[config.mk]
export PLATFORM = sky130hd
export DESIGN_NAME = imem_loader
export DESIGN_NICKNAME = d
export VERILOG_FILES = /design/src/rtl/imem_loader.sv
export SDC_FILE = /design/constraint.sdc
export NUM_CORES = 1
export LEC_CHECK = 0
export CORE_MARGIN = 2
export CORE_UTILIZATION = 54
export CTS_BUF_LIST = sky130_fd_sc_hd__clkbuf_8
export CTS_CLUSTER_SIZE = 28
export DETAILED_ROUTE_END_ITERATION = 10
export GPL_ROUTABILITY_DRIVEN = 0
export PLACE_DENSITY = 0.82
export SLEW_MARGIN = 0
export SYNTH_ARGS = -nofsm -noshare
export SYNTH_HDL_FRONTEND = slang
export SYNTH_SLANG_ARGS = --single-unit
[constraint.sdc]
create_clock -name clk -period 2.7 [get_ports clk]
set_clock_uncertainty 0.15 [all_clocks]
set_input_delay 0.405 -clock clk [delete_from_list [all_inputs] [get_ports clk]]
set_output_delay 0.405 -clock clk [all_outputs]
set_load 0.01 [all_outputs]
[src/rtl/imem_loader.sv]
// imem_loader: fills instruction memory from a byte stream (16-bit word count, big-endian words, XOR checksum)
module imem_loader #(
  parameter int ADDR_WIDTH = 8,
  parameter logic [31:0] BASE_ADDR = 32'h00000000
) (
  input  logic clk,
  input  logic rst,
  input  logic start,
  input  logic byte_valid,
  input  logic [7:0] byte_data,
  output logic byte_ready,
  output logic im_we,
  output logic [31:0] im_addr,
  output logic [31:0] im_wdata,
  output logic cpu_hold,
  output logic done,
  output logic error,
  output logic [ADDR_WIDTH:0] words_loaded
);
  localparam logic [2:0] IDLE   = 3'd0;
  localparam logic [2:0] LEN_HI = 3'd1;
  localparam logic [2:0] LEN_LO = 3'd2;
  localparam logic [2:0] DATA   = 3'd3;
  localparam logic [2:0] WRITE  = 3'd4;
  localparam logic [2:0] CHECK  = 3'd5;
  localparam logic [2:0] DONE   = 3'd6;
  localparam logic [2:0] ERR    = 3'd7;
  logic [2:0] state;
  logic [15:0] n;
  logic [23:0] word;
  logic [1:0] idx;
  logic [7:0] checksum;
  logic acc;
  logic [16:0] n_new;
  assign byte_ready = state == LEN_HI || state == LEN_LO || state == DATA || state == CHECK;
  assign acc = byte_valid && byte_ready;
  assign im_we = state == WRITE;
  assign done = state == DONE;
  assign error = state == ERR;
  assign cpu_hold = state != DONE;
  assign n_new = {1'b0, n[15:8], byte_data};
  always_ff @(posedge clk) begin
    if (rst) begin
      state <= IDLE;
      n <= '0;
      word <= '0;
      idx <= '0;
      checksum <= '0;
      words_loaded <= '0;
      im_addr <= '0;
      im_wdata <= '0;
    end else begin
      case (state)
        IDLE, DONE, ERR: if (start) begin
          state <= LEN_HI;
          words_loaded <= '0;
          checksum <= '0;
          idx <= '0;
        end
        LEN_HI: if (acc) begin
          n[15:8] <= byte_data;
          state <= LEN_LO;
        end
        LEN_LO: if (acc) begin
          n[7:0] <= byte_data;
          idx <= '0;
          state <= (n_new == 17'd0 || n_new > 17'(1 << ADDR_WIDTH)) ? ERR : DATA;
        end
        DATA: if (acc) begin
          word <= {word[15:0], byte_data};
          checksum <= checksum ^ byte_data;
          idx <= idx + 2'd1;
          if (idx == 2'd3) begin
            im_wdata <= {word, byte_data};
            im_addr <= BASE_ADDR + 32'({words_loaded, 2'b00});
            state <= WRITE;
          end
        end
        WRITE: begin
          words_loaded <= words_loaded + 1'b1;
          state <= (17'(words_loaded) + 17'd1 < {1'b0, n}) ? DATA : CHECK;
        end
        CHECK: if (acc) state <= (byte_data == checksum) ? DONE : ERR;
        default: state <= IDLE;
      endcase
    end
  end
endmodule

* Word-level counts from Yosys, hierarchy flattened
Index checks and enable logic that the tools add are counted.
** Word-level totals
- Register bits :: 103
- Input port bits :: 12
- Output and inout port bits :: 78
- Logic and storage cells :: 69
** Operators by class
- Add/sub/neg operators :: 3
- Magnitude comparators :: 2
- Eq/ne operators :: 16
- Muxes and demuxes :: 19
- Bitwise operators :: 1
- Reduce and logical (&&, ||, !) cells :: 19
** Operator list (count)
- $mux W3 :: 8
- $pmux W3 S6 :: 1
- $pmux W9 S2 :: 1
- $logic_not A17 Y1 :: 1
- $gt A16 B9 Y1 const B :: 1
- $lt A10 B16 Y1 :: 1
- $mux W8 :: 2
- $pmux W8 S2 :: 1
- $eq A3 B3 Y1 const B :: 4
- $add A9 B1 Y10 const B :: 1
- $ne A2 B2 Y1 const B :: 5
- $add A9 B1 Y9 const B :: 1
- $mux W9 :: 1
- $eq A8 B8 Y1 :: 1
- $reduce_and A2 Y1 :: 4
- $xor A8 B8 Y8 :: 1
- $eq A3 B2 Y1 const B :: 2
- $mux W2 :: 3
- $pmux W2 S3 :: 1
- $reduce_and A3 Y1 :: 2
- $reduce_and A6 Y1 :: 1
- $logic_or A1 B1 Y1 :: 4
- $reduce_and A4 Y1 :: 1
- $reduce_bool A2 Y1 :: 2
- other kinds (10) :: 10

* Depth between registers and ports, before layout
Gate-level depths: netlist of the first run.
- Word-level depth :: 7
- Depth in mapped cells :: 10
- Gate-level depth less buffers :: 10

* Worst setup path after synthesis of the first run
No wires, ideal clock.
- Kind :: register to register
- Start :: reg words_loaded[0]
- End :: reg state[2]
- Library setup time :: 0.129 ns
- Arrival :: 2.200 ns
- Data required time :: 2.421 ns
- Setup slack :: 0.221 ns
- Stages on the path, launching flop included :: 11
- Path buffers :: 0
- Period minus slack after synthesis :: 2.479 ns
- Path through :: dfxtp_1 > ha_1 > nand3_1 > nor3_1 > xor2_1 > ha_1 > nand3_1 > o21bai_1 > a211o_1 > a31oi_1 > o32ai_1
** On the way
- Cells in the longest elaborated chain, start to end :: 4
** Ends and longest elaborated chain
- start: declaration :: RTL line 18 : output logic [ADDR_WIDTH:0] words_loaded
- start signal: assignment :: RTL line 80 : words_loaded <= words_loaded + 1'b1;
- $add A9 B1 Y10 :: RTL line 81 : state <= (17'(words_loaded) + 17'd1 < {1'b0, n}) ? DATA : CHECK;
- $lt A10 B16 Y1 :: RTL line 81
- $mux W3 :: RTL line 81
- $pmux W3 S6 :: RTL line 53 : case (state)
- end signal: assignment :: RTL line 67 : state <= (n_new == 17'd0 || n_new > 17'(1 << ADDR_WIDTH)) ? ERR : DATA;
- end signal: assignment :: RTL line 81
- end signal: assignment :: RTL line 83 : CHECK: if (acc) state <= (byte_data == checksum) ? DONE : ERR;
- end: declaration :: RTL line 28 : logic [2:0] state;
Every way passes these cells.
A chain may end at the register's enable or synchronous reset.

* Worst setup path in the final report of the first run
Ends and elaborated chain as after synthesis.

==> results of run 1 <==
[metal layers]
metal | wire length, um | up-vias | share of wire (%) | GRT usage, %
met2 | 5550 | 140 | 49 | 40.1
met3 | 654 | 10 | 5.8 | 5.76
li1 | - | 2136 | - | -
met4 | 119 | 0 | 1.1 | 5.66
met1 | 4980 | 2011 | 44 | 29.8
met5 | 0 | - | 0 | 0
[logic make-up after synthesis]
group                    Yosys count
AND/OR/NAND/NOR                  269
AO/OA/AOI/OAI                    140
flip-flops                       103
buffers and inverters             79
XOR/XNOR                          15
adder cells (fa/ha/maj)           13
multiplexers                       3
other                              1
[power by group]
part           switching [W]  leakage [nW]  internal (W)
logic               0.000442          1.12      0.000268
clock network       0.000552        0.0928      0.000346
registers          0.0000555         0.832       0.00157
total                0.00105          2.04       0.00218
[through the flow]
step / util, % / setup WS (ns)
5_1_grt: 66.0 / -0.0219
3_3_place_gp: 63.5 / 0.216
4_1_cts: 65.6 / 0.0535
2_1_floorplan: - / 0.221
3_5_place_dp: 63.5 / 0.0768
6_report: 66.0 / 0.166
[area by class of cell]
class,instances,area (um2)
Clock inverter,6,56.3
Sequential cell,103,2070
Timing Repair Buffer,90,861
Clock buffer,9,124
Inverter,15,56.3
Fill cell,722,2930
Multi-Input combinational cell,463,2370
Tap cell,108,135
[state kept, by name (all words and copies together), names as in the netlist]
name	cells
im_wdata	32
word	24
n	16
im_addr	9
words_loaded	9
checksum	8
state	3
idx	2
[worst paths after layout]
kind	from	slack [ns]	endpoint
setup reg to reg	words_loaded[0]	0.17	state[2]
hold reg to reg	im_addr[5]	0.31	im_addr[5]
hold / removal	im_addr[5]	0.31	im_addr[5]
setup / recovery	words_loaded[0]	0.17	state[2]
[critical path, stage by stage, from the launching register on]
cell      delay (ns)
dfxtp_4         0.39
ha_2            0.22
nand3_1         0.15
nor3_2          0.22
xor2_1          0.25
ha_1            0.28
nand3_1         0.10
o21bai_1        0.08
a211o_1         0.28
a31oi_1         0.18
o32ai_1         0.09
[repair_timing]
item | 4_1_cts | 5_1_grt
buffers inserted | 0 | 1
endpoints found under the setup margin | 0 | 2
endpoints found under the hold margin | 0 | 0
gates resized for setup | 0 | 7
[layout by cell type, fill, tap and decap left out, types with 2 or more instances in the layout]
cell	instances
and3_1	4
nand2b_1	4
nand3b_1	13
nor2_1	33
clkdlybuf4s50_1	65
inv_1	15
buf_4	22
nor2b_1	2
o2111ai_1	2
a22oi_1	2
a211o_1	3
a31oi_1	2
xor2_1	13
o32ai_1	2
nor3_2	3
nor3b_1	2
nand4_1	2
and2_1	2
inv_6	2
clkbuf_8	9
clkinv_4	2
or3_1	3
ha_1	12
conb_1	23
o21ai_0	19
nor3_1	8
dfxtp_1	101
buf_12	2
nor2_2	2
or4_1	4
nand3_1	5
or3b_2	2
xnor2_1	2
nor4_1	3
mux2i_1	3
a21oi_1	104
nand2_1	173
==> flow_summary.toml, run 1 <==
[grt]
grt_pass1_vias = 3942
grt_max_degree = 74
overflow = 0
antenna_found_initial = 0
grt.total_usage_pct = 23.4
grt_pass1_wl_um = 18400

[floorplanning]
dieWidth_um = 97.6
pin_count = 90
core_area_um2 = 8590
fp-row-count = 34
start_util_pct = 55.1
dieArea_um2 = 9530
fp.dieH_um = 97.6

[clock_network]
cts_buffers = 9
cts-root-buf = "clkbuf_8"
clock_latency_ns = 0.37
cts_tree = "yes"
clockBufferDepth = 2
cts.sinks = 103
htreeDepth = 3
hold_buffers = 0
cts.clk_slew.worst_paths_ns = 0.09

[yosys]
ys_top_cells_by_count = "nand2_1 (173), a21oi_1 (104), dfxtp_1 (103)"
synth_edf_count = 0
synth-adder-area-share_pct = 3.44
synth_cell_types = 45
syn-mean-instance-area_um2 = 7.60
synth-xor-area-share_pct = 2.78
yosysTopAreaCellShare_pct = 43.6
synth.most_common_cell = "nand2_1"
synth_cells = 623
synth_compound_area_share_pct = 15.8
yosysWarningCount = 0
ys_seq_elements = 103
synth.largest_area_cell = "dfxtp_1"
yosys-top-cells-area = "dfxtp_1 (44%), nand2_1 (14%), a21oi_1 (11%), buf_4 (3.8%), ha_1 (3.4%)"
synthMuxAreaShare_pct = 0.635
ys_seq_area_share_pct = 43.6
async_flop_share_pct = 0
yosys_most_used_dff = "dfxtp_1"
synth_top_family_by_area = "simple AND/OR/NAND/NOR gates"
synth_area_um2 = 4730
synthSimpleGateAreaFrac_pct = 25.3

[run_status]
status = "finished, final reports clean"

[timing]
finalSetupTns_ns = 0
finalHoldViolations = 0
worstMarginPinSlew_ns = 0.670
slew_headroom_pct = 55.3
period_share_pct = 93.9
fmax_mhz = 395
fin_crit_ns = 2.53
setup_viol = 0
hold_ws_ns = 0.308
slew_violations = 0

[worst_setup_path]
worstSetupPathType = "flop to flop"
endpoint_kind = "flop"
critPathMaxFanout = 7
crit_required_ns = 2.78
arrival_ns = 2.61
cp-start-kind = "flop"
reg2reg_depth = 10

[drt]
viasPerCell = 5.41
drtIter0Drc = 286
via_count = 4297
firstDrtPassIters = 4
wl_um = 11300
drc = 0
ant_nets = 0
wl_per_cell_um = 14.2

[final_layout]
final_cells = 794
design_area_um2 = 5670
drive_gt1_share_pct = 7.87
num_antenna_cells = 0
syn_to_final_growth_pct = 19.8
fin_nets = 707

[pwr]
p_leak_nw = 2.04
max-vdd-ir-drop_mv = 0.297
power_w = 0.00323
pwr_density_cell_nw_per_um2 = 571

[min_path]
hold_path_class = "flop to flop"
min_path_cells = 2

[placement]
dpl.hpwl_um = 7960
placed_area_um2 = 5460
dp.cells = 778
numPortBuffers = 66

[flow_run]
cap_viol_max_count = 0
(Power assumes the default switching activity.)
==> run 2: changes to the inputs <==
--- a/config.mk
+++ b/config.mk
@@ -5,13 +5,17 @@
 export SDC_FILE = /design/constraint.sdc
 export NUM_CORES = 1
 export LEC_CHECK = 0
+export ABC_CLOCK_PERIOD_IN_PS = 2700
+export CELL_PAD_IN_SITES_DETAIL_PLACEMENT = 0
+export CELL_PAD_IN_SITES_GLOBAL_PLACEMENT = 1
+export CORE_ASPECT_RATIO = 2
 export CORE_MARGIN = 2
-export CORE_UTILIZATION = 54
+export CORE_UTILIZATION = 39
 export CTS_BUF_LIST = sky130_fd_sc_hd__clkbuf_8
 export CTS_CLUSTER_SIZE = 28
 export DETAILED_ROUTE_END_ITERATION = 10
 export GPL_ROUTABILITY_DRIVEN = 0
-export PLACE_DENSITY = 0.82
+export PLACE_DENSITY_LB_ADDON = 0.1
 export SLEW_MARGIN = 0
 export SYNTH_ARGS = -nofsm -noshare
 export SYNTH_HDL_FRONTEND = slang
==> flow_summary.toml, run 2 (same netlist as run 1, synthesis figures left out) <==
[run_status]
status = "finished, final reports clean"

[flow_run]
cap_viol_max_count = 0

[pwr]
power_w = 0.00329
pwr_density_cell_nw_per_um2 = 574
max-vdd-ir-drop_mv = 0.325
p_leak_nw = 2.05

[placement]
placed_area_um2 = 5530
numPortBuffers = 66
dpl.hpwl_um = 8300
post-place-ws_ns = 0.125

[final_layout]
final_common_cell = "nand2_1"
reg.largest.list = "im_wdata: 32 flops, word: 24 flops, n: 16 flops"
num_antenna_cells = 0
top_register = "im_wdata"
fin_nets = 709
drive_gt1_share_pct = 8.27
syn_to_final_growth_pct = 21.3
largest_reg_flops = 32
mostFrequentLayoutCells = "nand2_1 (173), a21oi_1 (104), dfxtp_1 (101)"
design_area_um2 = 5740

[timing]
finalSetupTns_ns = 0
slew_violations = 0
fmax_mhz = 401
setup_slack_ns = 0.203
hold_ws_ns = 0.256
worstMarginPinSlew_ns = 0.571
fin_crit_ns = 2.50
rsz0062_at_grt = "no"
slew_headroom_pct = 61.7
setup_viol = 0
finalHoldViolations = 0
period_share_pct = 92.5

[worst_setup_path]
cp-start-kind = "flop"
arrival_ns = 1.94
critPathMaxFanout = 15
crit_required_ns = 2.14
endpoint_kind = "output port"
worstSetupPathType = "flop to output port"

[grt]
grt.total_usage_pct = 19.3
overflow = 0
grt_max_degree = 77
antenna_found_initial = 0
grt_pass1_wl_um = 19700
grt_pass1_vias = 3796

[floorplanning]
dieArea_um2 = 13100
start_util_pct = 39.5
fp.dieH_um = 160
dieWidth_um = 81.9
core_area_um2 = 12000
pin_count = 90
fp-row-count = 57

[clock_network]
clockBufferDepth = 2
htreeDepth = 3
clock_latency_ns = 0.39
cts.sinks = 103
cts_buffers = 9
cts.clk_slew.worst_paths_ns = 0.11
cts_tree = "yes"
cts-root-buf = "clkbuf_8"
hold_buffers = 0

[drt]
ant_nets = 0
drtIter0Drc = 219
via_count = 4167
wl_per_cell_um = 14.5
drc = 0
wl_um = 12100
viasPerCell = 4.98
firstDrtPassIters = 4

[min_path]
hold_path_class = "input port to flop"
run 2: changes by cell type in the layout (fill, tap and decap cells not counted), sizes merged:
cell,delta
inv,+1
clkinvlp,+2
clkinv,-2
buf,+2
run 2: worst paths after layout:
kind	startpoint	slack [ns]	depth (start not counted)	to
max	state[0]	0.20	3	cpu_hold
min	rst	0.26	2	words_loaded[8]
max reg2reg	words_loaded[0]	0.24	10	state[2]
min reg2reg	n[12]	0.31	2	n[12]
run 2: per-stage QoR:
| step | cells | util (%) |
|---|---|---|
| floorplan | 645 | - |
| global placement | 820 | 46.2 |
| detailed placement | 820 | 46.2 |
| CTS | 836 | 47.8 |
| global route | 836 | 47.9 |
| finish | 836 | 47.9 |
run 2: metal layers:
layer / up-vias / global-route usage, % / wire [um]
met5: - / 0 / 0
met4: 0 / 5.61 / 170
met3: 12 / 4.18 / 425
met2: 74 / 30.5 / 5950
met1: 1934 / 26.0 / 5600
li1: 2147 / - / -
run 2: final cells by class:
| type | instances | area (um2) |
|---|---|---|
| Inverter | 15 | 56.3 |
| Tap cell | 147 | 184 |
| Timing Repair Buffer | 92 | 878 |
| Clock buffer | 9 | 124 |
| Fill cell | 1295 | 6240 |
| Clock inverter | 7 | 65.1 |
| Multi-Input combinational cell | 463 | 2370 |
| Sequential cell | 103 | 2060 |
run 2: worst max-delay path, cell delays in order, from the launching register on:
cell             delay, ns
dfxtp_1               0.66
inv_1                 0.20
nand3_1               0.16
clkdlybuf4s50_1       0.54
run 2: power by group:
part,leakage (nW),switching (W),internal [W]
logic,1.13,0.000446,0.000275
clock network,0.0909,0.000591,0.000354
registers,0.832,0.0000552,0.00157
total,2.05,0.00109,0.00220
run 2: repair_timing:
action,CTS,global route
resized for setup,0,6
setup buffers,0,0
endpoints found under the hold margin,0,0
endpoints found under the setup margin,0,2
